`config.mk`:
```
export PLATFORM = sky130hd
export DESIGN_NAME = subroutine_stack_ctrl
export DESIGN_NICKNAME = d
export VERILOG_FILES = /design/src/rtl/subroutine_stack_ctrl_pkg.sv /design/src/rtl/subroutine_stack_ctrl_lifo.sv /design/src/rtl/subroutine_stack_ctrl.sv
export SDC_FILE = /design/constraint.sdc
export NUM_CORES = 1
export LEC_CHECK = 0
export CAP_MARGIN = 20
export CORE_ASPECT_RATIO = 0.7
export CORE_MARGIN = 2
export CORE_UTILIZATION = 50
export CTS_BUF_LIST = sky130_fd_sc_hd__clkbuf_16
export DETAILED_ROUTE_END_ITERATION = 6
export DONT_BUFFER_PORTS = 1
export PLACE_DENSITY = 0.79
export SETUP_SLACK_MARGIN = 0.3
export SLEW_MARGIN = 40
export SYNTH_ARGS = -nofsm -noshare
export SYNTH_HDL_FRONTEND = slang
export SYNTH_SLANG_ARGS = --single-unit
```
`constraint.sdc`:
```
create_clock -name CLK -period 2.56 [get_ports CLK]
set_clock_uncertainty 0.2 [all_clocks]
set_input_delay 0.384 -clock CLK [delete_from_list [all_inputs] [get_ports CLK]]
set_output_delay 0.384 -clock CLK [all_outputs]
set_load 0.05 [all_outputs]
```
`src/rtl/subroutine_stack_ctrl_pkg.sv`:
```
// Shared types and codes for the subroutine call/return sequencer.
// State encodings, fault codes and instruction patterns.
package subroutine_stack_ctrl_pkg;

  typedef enum logic [1:0] {
    ST_IDLE   = 2'd0,
    ST_CALL   = 2'd1,
    ST_RETURN = 2'd2,
    ST_FAULT  = 2'd3
  } state_t;

  localparam logic [1:0] ERR_NONE = 2'b00;
  localparam logic [1:0] ERR_OVF  = 2'b01;
  localparam logic [1:0] ERR_UNF  = 2'b10;

  localparam logic [11:0] BSR_OPCODE = 12'b011100000000;
  localparam logic [21:0] RET_CODE   =
    22'b0000011000000000000000;

  typedef struct packed {
    logic stb;
    logic bsr;
    logic ret;
  } ir_flags_t;

  // Fault code raised when leaving the given state into FAULT
  function automatic logic [1:0] fault_code(
    input state_t s
  );
    return (s == ST_CALL) ? ERR_OVF : ERR_UNF;
  endfunction

endpackage

```
`src/rtl/subroutine_stack_ctrl_lifo.sv`:
```
// Return-address LIFO: DEPTH x AW storage, top pointer, count.
// WRAP_EN=1 makes it circular: a push when full drops the oldest entry.
module subroutine_stack_ctrl_lifo
  import subroutine_stack_ctrl_pkg::*;
#(
  parameter int AW      = 10,
  parameter int DEPTH   = 8,
  parameter bit WRAP_EN = 1'b0
) (
  input  logic                     clk,
  input  logic                     rst_n,
  input  logic                     clr,
  input  logic                     push,
  input  logic                     pop,
  input  logic [AW-1:0]            wr_data,
  output logic [AW-1:0]            rd_data,
  output logic [$clog2(DEPTH):0]   count,
  output logic                     full,
  output logic                     empty
);

  localparam int PW = $clog2(DEPTH);
  localparam int CW = PW + 1;

  logic [AW-1:0] mem [DEPTH];
  logic [PW-1:0] top;
  logic [CW-1:0] cnt;
  logic          do_push;
  logic          do_pop;

  assign full  = (cnt == CW'(DEPTH));
  assign empty = (cnt == '0);
  assign count = cnt;

  assign do_push = rst_n && !clr && push
                && (!full || WRAP_EN);
  assign do_pop  = !clr && pop && !push && !empty;

  // top always names the next free slot
  assign rd_data = mem[top - 1'b1];

  always_ff @(posedge clk) begin
    if (!rst_n || clr) begin
      top <= '0;
      cnt <= '0;
    end else if (do_push) begin
      top <= top + 1'b1;
      if (!full)
        cnt <= cnt + 1'b1;
    end else if (do_pop) begin
      top <= top - 1'b1;
      cnt <= cnt - 1'b1;
    end
  end

  always_ff @(posedge clk) begin
    if (do_push)
      mem[top] <= wr_data;
  end

endmodule

```
`src/rtl/subroutine_stack_ctrl.sv`:
```
// Call/return sequencer between IR and PC/fetch; stalls fetch on redirect.
// Define SUBSTACK_WRAP_EN for a circular return stack (no overflow fault).
module subroutine_stack_ctrl
  import subroutine_stack_ctrl_pkg::*;
#(
  parameter int AW    = 10,
  parameter int DEPTH = 8
) (
  input  logic                    CLK,
  input  logic                    RST_n,
  input  logic                    HOLD,
  input  logic                    IR_strobe,
  input  logic [21:0]             IR_code,
  input  logic                    bsr_det,
  input  logic                    ret_det,
  input  logic [AW-1:0]           PC_in,
  input  logic                    clr_err,
  output logic [AW-1:0]           PC_target,
  output logic                    PC_load,
  output logic                    HOLD_req,
  output logic                    stack_err,
  output logic [1:0]              err_code,
  output logic [$clog2(DEPTH):0]  sp_count
);

`ifdef SUBSTACK_WRAP_EN
  localparam bit WRAP_EN = 1'b1;
`else
  localparam bit WRAP_EN = 1'b0;
`endif

  state_t        state;
  state_t        state_nx;
  ir_flags_t     ir;
  logic [AW-1:0] ret_addr;
  logic [AW-1:0] top_addr;
  logic          lifo_push;
  logic          lifo_pop;
  logic          lifo_clr;
  logic          lifo_full;
  logic          lifo_empty;
  logic          unused_ir;

  assign ir        = '{stb: IR_strobe,
                       bsr: bsr_det,
                       ret: ret_det};
  assign ret_addr  = PC_in + 1'b1;
  assign unused_ir = ^IR_code[21:AW];

  subroutine_stack_ctrl_lifo #(
    .AW      (AW),
    .DEPTH   (DEPTH),
    .WRAP_EN (WRAP_EN)
  ) u_lifo (
    .clk     (CLK),
    .rst_n   (RST_n),
    .clr     (lifo_clr),
    .push    (lifo_push),
    .pop     (lifo_pop),
    .wr_data (ret_addr),
    .rd_data (top_addr),
    .count   (sp_count),
    .full    (lifo_full),
    .empty   (lifo_empty)
  );

  always_ff @(posedge CLK) begin
    if (!RST_n)
      state <= ST_IDLE;
    else
      state <= state_nx;
  end

  always_comb begin
    state_nx = state;
    if (!HOLD) begin
      unique case (state)
        ST_IDLE: begin
          if (ir.stb) begin
            // ret wins when both flags are set
            priority case (1'b1)
              ir.ret:  state_nx = ST_RETURN;
              ir.bsr:  state_nx = ST_CALL;
              default: state_nx = ST_IDLE;
            endcase
          end
        end
        ST_CALL:
          state_nx = (lifo_full && !WRAP_EN)
                   ? ST_FAULT : ST_IDLE;
        ST_RETURN:
          state_nx = lifo_empty
                   ? ST_FAULT : ST_IDLE;
        ST_FAULT:
          if (clr_err)
            state_nx = ST_IDLE;
        default:
          state_nx = ST_IDLE;
      endcase
    end
  end

  always_comb begin
    lifo_push = 1'b0;
    lifo_pop  = 1'b0;
    lifo_clr  = 1'b0;
    PC_load   = 1'b0;
    HOLD_req  = 1'b0;
    stack_err = 1'b0;
    unique case (state)
      ST_IDLE: ;
      ST_CALL: begin
        HOLD_req  = 1'b1;
        lifo_push = !HOLD
                 && (!lifo_full || WRAP_EN);
        PC_load   = lifo_push;
      end
      ST_RETURN: begin
        HOLD_req = 1'b1;
        lifo_pop = !HOLD && !lifo_empty;
        PC_load  = lifo_pop;
      end
      ST_FAULT: begin
        HOLD_req  = 1'b1;
        stack_err = 1'b1;
        lifo_clr  = !HOLD && clr_err;
      end
      default: ;
    endcase
  end

  // Target is latched at the strobe so it is valid during the redirect cycle
  always_ff @(posedge CLK) begin
    if (!RST_n) begin
      PC_target <= '0;
      err_code  <= ERR_NONE;
    end else if (!HOLD) begin
      if (state == ST_IDLE && ir.stb) begin
        if (ir.ret) begin
          if (!lifo_empty)
            PC_target <= top_addr;
        end else if (ir.bsr) begin
          PC_target <= IR_code[AW-1:0];
        end
      end
      if (state != ST_FAULT
          && state_nx == ST_FAULT)
        err_code <= fault_code(state);
      if (lifo_clr)
        err_code <= ERR_NONE;
    end
  end

endmodule

```
# Yosys cells after proc, flatten, opt, wreduce, memory -nomap -nowiden
# Memory sizes are Yosys's and may differ from the RTL's.
# Cells that the tools add are included.
# Widths: inputs -> output; s select.
[word_totals]
regBits = 21
mem_bits_rw = 80
output_inout_bits = 19
word_cells = 74
memories = 1
[memory_table]
columns = ["memory", "words", "width", "read_ports", "rd_clocked_by_memory_dff", "wr", "line_no", "text"]
rows = [
  ["u_lifo.mem", 8, 10, 1, 0, 1, "subroutine_stack_ctrl_lifo.sv:25", "logic [AW-1:0] mem [DEPTH];"],
]
[classes]
add_sub_neg = 5
eq_ne = 8
mux = 27
bitwise_logic = 1
reduce_logical = 27
[ops]
columns = ["operator", "n"]
rows = [
  ["$mux 10", 3],
  ["$mux 2", 9],
  ["$mux 4", 3],
  ["$logic_and 1x1->1", 11],
  ["$add 10x1->10 const B", 1],
  ["$mux 1", 8],
  ["$pmux 2 s4", 1],
  ["$eq 2x2->1 const B", 3],
  ["$logic_not 1->1", 6],
  ["$mux 3", 2],
  ["$ne 2x2->1 const B", 3],
  ["$reduce_bool 2->1", 3],
  ["$add 4x1->4 const B", 1],
  ["$eq 4x4->1 const B", 1],
  ["$logic_not 4->1", 1],
  ["$reduce_and 2->1", 2],
  ["$reduce_and 4->1", 1],
  ["$sub 4x1->4 const B", 1],
  ["$add 3x1->3 const B", 1],
  ["$reduce_or 3->1", 1],
  ["$sub 3x1->3 const B", 1],
  ["$eq 2x1->1 const B", 1],
  ["$logic_not 2->1", 1],
  ["$pmux 1 s2", 1],
  ["other kinds (2)", 2],
]

# Longest topological paths before layout
# Gate-level depths: netlist of the first run.
[depth]
word_depth = 9
ltp_mapped = 11

# Cells and area by module
# Synthesis of the first run repeated with hierarchy kept, for this count alone.
[hier_totals]
cells_unflattened = 299
hier_area_um2 = 4594.4
[modules_own_cells]
columns = ["module", "instances", "cells_per_inst", "area_per_inst_um2"]
rows = [
  ["subroutine_stack_ctrl_lifo", 1, 188, 3622.2],
  ["subroutine_stack_ctrl", 1, 111, 972.2],
]

# Worst setup path before layout of the first run
# Ideal clock, no wire load.
[synth_path]
path_type = "flip-flop to flip-flop"
from = "register u_lifo.cnt[1], in the netlist u_lifo.count[1]"
to = "memory u_lifo.mem[0][0], enable pin"
setup_ns = 0.404
arrival_ns = 2.447
required_time_ns = 1.956
slack_ns = -0.490
path_stages_with_launch = 6
n_path_buf = 1
synth_period_minus_slack_ns = 3.050
path_cell_list = "dfxtp_1 -> buf_2 -> nor3_4 -> a221oi_4 -> inv_2 -> nor4_1"
[synth_via]
elab_chain_len = 8
[synth_lines]
columns = ["item", "line_no", "text"]
rows = [
  ["start, declared", "subroutine_stack_ctrl_lifo.sv:27", "logic [CW-1:0] cnt;"],
  ["start signal, assigned", "subroutine_stack_ctrl_lifo.sv:49", "cnt <= cnt + 1'b1;"],
  ["start signal, assigned", "subroutine_stack_ctrl_lifo.sv:52", "cnt <= cnt - 1'b1;"],
  ["$eq 4x4->1 *", "subroutine_stack_ctrl_lifo.sv:31", "assign full = (cnt == CW'(DEPTH));"],
  ["$logic_not 1->1 *", "subroutine_stack_ctrl_lifo.sv:36, subroutine_stack_ctrl.sv:115", ""],
  ["$logic_and 1x1->1", "subroutine_stack_ctrl.sv:115", "&& (!lifo_full || WRAP_EN);"],
  ["$mux 1", "subroutine_stack_ctrl.sv:110", "unique case (state)"],
  ["$logic_and 1x1->1", "subroutine_stack_ctrl_lifo.sv:35", "assign do_push = rst_n && !clr && push"],
  ["$logic_and 1x1->1 *", "subroutine_stack_ctrl_lifo.sv:36", "&& (!full || WRAP_EN);"],
  ["$mux 1 *", "subroutine_stack_ctrl_lifo.sv:57", "if (do_push)"],
  ["$mux 1 (not written as such) *", "subroutine_stack_ctrl_lifo.sv:58", "mem[top] <= wr_data;"],
  ["end, declared", "subroutine_stack_ctrl_lifo.sv:25", ""],
]
# Mark *: on every way between the ends. The rest lies on a longest branch, timed or not.

# Worst setup path in the final report of the first run
[layout_path]
from = "register state[1]"
to = "register u_lifo.cnt[3], in the netlist u_lifo.count[3]"
[layout_via]
elab_chain_len = 8
elab_cells_between_ends = 19
classes_between = "4 x eq/ne; 4 x mux; 11 x reduce/logical"
[layout_lines]
columns = ["item", "line_no", "text"]
rows = [
  ["start, declared", "subroutine_stack_ctrl.sv:32", "state_t state;"],
  ["start signal, assigned", "subroutine_stack_ctrl.sv:71", "state <= state_nx;"],
  ["$eq 2x2->1", "subroutine_stack_ctrl.sv:110", ""],
  ["$mux 1", "subroutine_stack_ctrl.sv:110", ""],
  ["$logic_not 1->1", "subroutine_stack_ctrl_lifo.sv:35, subroutine_stack_ctrl_lifo.sv:37", ""],
  ["$logic_and 1x1->1, on equally long branches (2 in a row)", "subroutine_stack_ctrl_lifo.sv:35, subroutine_stack_ctrl_lifo.sv:37", ""],
  ["$logic_and 1x1->1, on equally long branches", "subroutine_stack_ctrl_lifo.sv:36, subroutine_stack_ctrl_lifo.sv:37", ""],
  ["$ne 2x2->1 (no source line) / $reduce_bool 2->1 (equally long branches)", "n/a", ""],
  ["$reduce_and 2->1 (no source line)", "n/a", ""],
]
# Several ways; a longest one is shown, not always the timed one.
# A chain may end at the register's enable or synchronous reset.

==> out/results.md, run 1 <==
• complete, no violations — result of the run
• 0.618 — share of synthesized area occupied by flip-flops and latches
• 0.07 ns — clock slew at reported path FFs
• 0 — antenna violations before repair
• 0 ns — Total Negative Setup Slacks
• 2764 — total via count in the routed design
• 21.7 µm — post-DR wirelength/cell
• 0.203 — total global routing track utilization
• 0.185 ns — Placement Setup Slack
• 3.47 mW — Power Total
• 0.531 — share of power burned in registers
• 0.509 — Initial Util
• 4960 µm² — placement-stage cell area
• 0.34 ns — latest clock arrival within the worst-skew pair
• 383 — Final Net Count
• 2 — worst-case clock buffer depth
• 0.821 — GP Congestion
• 80 — number of synthesized flops with an enable pin
• 0 — grt total ovfl
• 2730 — number of global-route vias before repair
• 0 — max-cap violation count
• 15100 µm — wire length of the first global-routing pass
• 101 — clock sinks
• 0.305 — fraction of final layout cells sized beyond drive strength 1
• 8960 µm² — area of the core
• 635 — # fillers
• 0.526 — Synth top area share
• 646 nW/µm² — total power density per cell area
• sky130_fd_sc_hd__edfxtp_1 (80), sky130_fd_sc_hd__dfxtp_1 (21), sky130_fd_sc_hd__mux4_2 (20), sky130_fd_sc_hd__nor2_1 (19), sky130_fd_sc_hd__a21oi_1 (18) — most common library cells after synthesis
• yes — clock tree from TritonCTS
• 0 — number of routed nets with antenna violations
• 0.902 — final worst path period share
• 0 — number of pins with negative max-slew slack in the final report
• 9920 µm² — Die Area
• 6600 µm — total half-perimeter wirelength after legalization and detailed placement
• 2.37 ns — Critical Path AT
• 0 — count of input and output buffers
• 2840 µm² — register area
• 211 — Iter 0 DRT Violations
• sky130_fd_sc_hd__edfxtp_1 (53%), sky130_fd_sc_hd__mux4_2 (9.9%), sky130_fd_sc_hd__dfxtp_1 (9.2%), sky130_fd_sc_hd__ha_1 (3.0%), sky130_fd_sc_hd__mux2i_1 (2.6%) — main area contributors after synthesis
• sky130_fd_sc_hd__ha_4 — most used cell along the critical path
• 4 — crit-path max FO
• 0 — Ys Warns
• inv_4 -> ha_4 -> nand3b_1 -> a221oi_4 -> inv_2 -> ha_4 -> o21a_1 -> a211oi_2 -> buf_4 -> nor3_4 -> nor3_2 — critical-path cell list
• sky130_fd_sc_hd__clkbuf_16 — library cell used as clock root buffer
• 9 — number of CTS-inserted buffers
• 25 — maximum number of pins on one net before global-route repair
• 2.65 mW — Int Power
• 5380 µm² — post-route design area
• 0.702 ns — transition time at the pin with the least slew margin
• 353 — nets in the synthesized netlist
• 0 — antenna cells
• 0.0921 ns — WHS
• 0.000341 V — worst ir drop on vdd
• 0 — Remaining DRCs
• 10000 µm — wire length reported by the detailed router
• 4 — iteration count of the initial detailed-routing pass
• 0.252 ns — setup slack of the critical path after layout
• 0 — final count of negative-setup-slack endpoints
• 0.385 — portion of total power attributed to the clock network
• 4570 µm² — Synth Cell Area
• 84.0 µm — Die Y
• register — CP startpoint kind
• 2.62 ns — data required time at the worst endpoint
• 1.85 nW — leakage power summed over all cells
• sky130_fd_sc_hd__dfxtp_4 — CP max-delay cell
• register — critical path capture point type
• 52 — Synth cell types
• 0.237 — switching power as a share of total power
• yes — setup repair after global routing missed its margin
• 118 µm — width of the die
• 29 — row count
• 0.37 ns — worst stage delay on the critical path
• 0 — share of flip-flops with an asynchronous set or reset after synthesis
• 58 — number of primary I/O pins
• 0.084 — combinational power share
• 0.528 — max_slew headroom
• sky130_fd_sc_hd__edfxtp_1 — most used flip-flop cell after synthesis
• 303 — Post-Syn Instances
• 15.1 µm² — syn_area_per_cell
• register to register — kind of critical path
• compound AO/OA/AOI/OAI gates — delay-heaviest family, CP
• 0 — Hold Fails Final Rpt
• 2.31 ns — crit path time final
• 3 — Buf/Inv on CP
• 5.98 — via density per instance
• 0.823 mW — switching pwr
• primary input to register — worst min-delay path category
• 3 — CTS H-tree depth
• 433 MHz — peak clock frequency supported by timing
• 101 — synthesis-stage register bit count
• 17.7% — Layout area overhead
• sky130_fd_sc_hd__edfxtp_1 — cell type with the highest aggregate area in the netlist
• 1740 µm² — Multi-input gate area
• sky130_fd_sc_hd__edfxtp_1 — most repeated cell in the gate-level netlist after synthesis
power groups by stage:
| stage | Combinational [mW] | Clock [mW] | Sequential [mW] |
|---|---|---|---|
| after floorplan | 0.214 | 0 | 1.88 |
| after global placement | 0.253 | 0 | 1.88 |
| after detailed placement | 0.265 | 0 | 1.88 |
| after CTS | 0.281 | 1.35 | 1.84 |
| after global routing | 0.315 | 1.41 | 1.85 |
| final | 0.293 | 1.34 | 1.84 |
cell families (layout without fill, tap and decap cells):
family | Yosys count | count (layout) | share of synthesized area
adder cells (fa/ha/maj) | 11 | 11 | 0.0301
buffers and inverters | 25 | 60 | 0.0307
AND/OR/NAND/NOR | 66 | 66 | 0.0778
AO/OA/AOI/OAI | 54 | 54 | 0.0866
flip-flops | 101 | 101 | 0.618
multiplexers | 33 | 33 | 0.127
XOR/XNOR | 13 | 13 | 0.0291
routing by layer:
metal  vias to the layer above  wire length [µm]  part of all wire  global-route usage
met5                         -                 0                 0                   0
met4                         0               115             0.011              0.0591
met3                        13               882             0.088              0.0587
met2                       133              4940              0.49               0.340
met1                      1370              4070              0.41               0.260
li1                       1248                 -                 -                   -
final cells by class:
cell class | count | area share
Tap cell | 124 | 0.0289
Clock buffer | 10 | 0.0466
Clock inverter | 6 | 0.00931
Multi-Input combinational cell | 177 | 0.324
Sequential cell | 101 | 0.529
Timing Repair Buffer | 33 | 0.0542
Inverter | 11 | 0.00815
final timing paths:
path / depth (start not counted) / slack [ns] / to / start
setup / recovery: 11 / 0.25 / u_lifo.count[3]$_SDFFE_PP0P_ / state[1]$_SDFF_PN0_
hold / removal: 2 / 0.09 / PC_target[4]$_SDFFE_PN0P_ / ret_det
hold reg to reg: 1 / 0.41 / state[0]$_SDFF_PN0_ / state[0]$_SDFF_PN0_
setup reg to reg: 11 / 0.25 / u_lifo.count[3]$_SDFFE_PP0P_ / state[1]$_SDFF_PN0_
state kept, by name, indices dropped and copies added (netlist names):
signal and flops:
state 2, u_lifo.count 4, u_lifo.top 3, PC_target 10
err_code 2, u_lifo.mem 80
through the flow:
stage / std cells / utilization
5_1_grt: 462 / 0.600
3_5_place_dp: 436 / 0.554
2_1_floorplan: 303 / -
4_1_cts: 459 / 0.595
3_3_place_gp: 436 / 0.554
6_report: 462 / 0.600
cell usage in the layout (no fill, tap or decap), types with 10 or more instances in the layout:
cell type / synthesis / final
sky130_fd_sc_hd__mux4_2: 20 / 20
sky130_fd_sc_hd__a22o_1: 10 / 10
sky130_fd_sc_hd__edfxtp_1: 80 / 80
sky130_fd_sc_hd__buf_4: 3 / 28
sky130_fd_sc_hd__a21oi_1: 18 / 17
sky130_fd_sc_hd__nand2_1: 11 / 10
sky130_fd_sc_hd__mux2i_1: 12 / 11
sky130_fd_sc_hd__dfxtp_1: 21 / 14
sky130_fd_sc_hd__nor2_1: 19 / 17
sky130_fd_sc_hd__clkbuf_16: 0 / 10
what timing repair did:
action                                  in CTS  in global routing
resized for setup                            5                  6
endpoints found under the setup margin      73                 77
pin swaps                                    4                  7
setup buffers                                6                  3
endpoints found under the hold margin        3                  0
hold buffers                                 1                  0
Power figures use the tool's default switching activity.
==> inputs of run 2 (changes only) <==
RECOVER_POWER = 50   (was default)
==> run 2 against run 1 <==
Compared with the run above: sequential share of layout area up 0.074 points; critical endpoint unchanged; non-clock buffer count is the same; hold slack better by 0.0011 ns; worst setup slack worse by 0.0068 ns; largest cell class unchanged; maximum frequency is 0.29% lower; die area is the same.
==> out/results.md, run 2 (synthesis results as in run 1) <==
• 2.31 ns — crit path time final, about the same
• 204 — Iter 0 DRT Violations, was 211
• 432 MHz — peak clock frequency supported by timing, was 433 MHz
• 6.00 — via density per instance, was 5.98
• 15100 µm — wire length of the first global-routing pass, unchanged
• 646 nW/µm² — total power density per cell area, about the same
• 0.296 — fraction of final layout cells sized beyond drive strength 1, was 0.305
• 383 — Final Net Count, unchanged
• 84.0 µm — Die Y, unchanged
• 0.084 — combinational power share, about the same
• 29 — row count, unchanged
• 0.203 — total global routing track utilization, unchanged
• 4960 µm² — placement-stage cell area, unchanged
• 4 — iteration count of the initial detailed-routing pass, unchanged
• 1.84 nW — leakage power summed over all cells, was 1.85 nW
• complete, no violations — result of the run, unchanged
• 0.509 — Initial Util, unchanged
• 0.532 — share of power burned in registers, was 0.531
• 0 — Hold Fails Final Rpt, unchanged
• 0.821 — GP Congestion, unchanged
• sky130_fd_sc_hd__edfxtp_1 (80), sky130_fd_sc_hd__buf_4 (27), sky130_fd_sc_hd__mux4_2 (20) — commonest cells after routing, fill and taps aside, was sky130_fd_sc_hd__edfxtp_1 (80), sky130_fd_sc_hd__buf_4 (28), sky130_fd_sc_hd__mux4_2 (20)
• 9920 µm² — Die Area, unchanged
• 0.442 — max_slew headroom, was 0.528
• 0.385 — portion of total power attributed to the clock network, about the same
• 0.000342 V — worst ir drop on vdd, was 0.000341 V
• 17.6% — Layout area overhead, was 17.7%
• 5370 µm² — post-route design area, was 5380 µm²
• yes — setup repair after global routing missed its margin, unchanged
• 634 — # fillers, was 635
• 0.34 ns — latest clock arrival within the worst-skew pair, about the same
• 0 — Remaining DRCs, unchanged
• 0 — antenna cells, unchanged
• sky130_fd_sc_hd__edfxtp_1 — commonest non-fill, non-tap cell in the layout, unchanged
• 0.837 ns — transition time at the pin with the least slew margin, was 0.702 ns
• 21.6 µm — post-DR wirelength/cell, was 21.7 µm
• yes — clock tree from TritonCTS, unchanged
• 0.904 — final worst path period share, was 0.902
• 0 — final count of negative-setup-slack endpoints, unchanged
• 0 ns — Total Negative Setup Slacks, unchanged
• u_lifo.mem — Reg with most FFs, unchanged
• 2.62 ns — data required time at the worst endpoint, about the same
• 9970 µm — wire length reported by the detailed router, was 10000 µm
• 0 — antenna violations before repair, unchanged
• 0 — number of pins with negative max-slew slack in the final report, unchanged
• 6600 µm — total half-perimeter wirelength after legalization and detailed placement, unchanged
• 8960 µm² — area of the core, unchanged
• 2730 — number of global-route vias before repair, unchanged
• 3 — CTS H-tree depth, unchanged
• 2.37 ns — Critical Path AT, about the same
• 0 — grt total ovfl, unchanged
• register — critical path capture point type, unchanged
• 0 — count of input and output buffers, unchanged
• 101 — clock sinks, unchanged
• 6 — crit-path max FO, was 4
• 0.07 ns — clock slew at reported path FFs, about the same
• 0 — max-cap violation count, unchanged
• 9 — number of CTS-inserted buffers, unchanged
• 118 µm — width of the die, unchanged
• 80 — max FFs per register, unchanged
• 0.237 — switching power as a share of total power, about the same
• 7 — length in cells of the worst reg-to-reg path, was 11
• 2774 — total via count in the routed design, was 2764
• register to register — kind of critical path, unchanged
• 2 — worst-case clock buffer depth, unchanged
• register — CP startpoint kind, unchanged
• sky130_fd_sc_hd__clkbuf_16 — library cell used as clock root buffer, unchanged
• 58 — number of primary I/O pins, unchanged
• 2.65 mW — Int Power, about the same
• 0 — number of routed nets with antenna violations, unchanged
• 0.822 mW — switching pwr, was 0.823 mW
• primary input to register — worst min-delay path category, unchanged
• 2 — Hold Crit Depth, unchanged
• 25 — maximum number of pins on one net before global-route repair, unchanged
==> run 2: final cells by class <==
cell class	count	area [µm²]	share of cell area
sequential	101	2840	0.529
multi-input combinational	177	1740	0.324
timing repair buffer	33	288	0.0536
clock buffer	10	250	0.0466
tap	124	155	0.0289
clock inverter	6	50.0	0.00932
inverter	11	43.8	0.00816
==> run 2: power groups by stage <==
stage / logic (mW) / clock network, mW / registers (mW)
global route: 0.312 / 1.41 / 1.85
global placement: 0.253 / 0 / 1.88
CTS: 0.281 / 1.35 / 1.84
detailed placement: 0.265 / 0 / 1.88
floorplan: 0.214 / 0 / 1.88
finish: 0.290 / 1.34 / 1.84
==> run 2: stage by stage <==
step	hold slack, ns	setup slack [ns]	cells	utilization	total power, mW
6_report	0.0932	0.245	462	0.599	3.47
5_1_grt	0.0932	0.130	462	0.599	3.56
4_1_cts	0.0834	0.305	459	0.595	3.48
3_5_place_dp	0.316	0.185	436	0.554	2.15
3_3_place_gp	0.312	0.178	436	0.554	2.13
2_1_floorplan	0.367	0.281	303	-	2.09
==> run 2: path summary, 6_finish.rpt <==
| kind | from | endpoint | slack [ns] |
|---|---|---|---|
| setup / recovery | u_lifo.count[2]$_SDFFE_PP0P_ | u_lifo.count[3]$_SDFFE_PP0P_ | 0.25 |
| hold / removal | ret_det | PC_target[4]$_SDFFE_PN0P_ | 0.09 |
| setup reg to reg | u_lifo.count[2]$_SDFFE_PP0P_ | u_lifo.count[3]$_SDFFE_PP0P_ | 0.25 |
| hold reg to reg | state[0]$_SDFF_PN0_ | state[0]$_SDFF_PN0_ | 0.41 |
==> run 2: critical path: stages, from the launching register on <==
cell and delay (ns):
sky130_fd_sc_hd__dfxtp_2 0.35, sky130_fd_sc_hd__clkbuf_1 0.64, sky130_fd_sc_hd__or4_1 0.24, sky130_fd_sc_hd__nand4_2 0.21
sky130_fd_sc_hd__a211oi_2 0.26, sky130_fd_sc_hd__buf_4 0.17, sky130_fd_sc_hd__nor3_4 0.04, sky130_fd_sc_hd__nor3_2 0.12
==> run 2: metal layers <==
metal | vias up | track usage | wire length (µm) | share of wire
met5 | - | 0 | 0 | 0
met4 | 0 | 0.0591 | 222 | 0.022
met3 | 28 | 0.0587 | 890 | 0.089
met2 | 139 | 0.340 | 4870 | 0.49
met1 | 1360 | 0.260 | 3990 | 0.40
li1 | 1247 | - | - | -
==> run 2: repair_timing <==
| action | 4_1_cts | 5_1_grt |
|---|---|---|
| endpoints found under the hold margin | 3 | 0 |
| hold buffers | 1 | 0 |
| endpoints found under the setup margin | 73 | 77 |
| pin swaps | 4 | 7 |
| gates resized for setup | 5 | 6 |
| setup buffers | 6 | 3 |
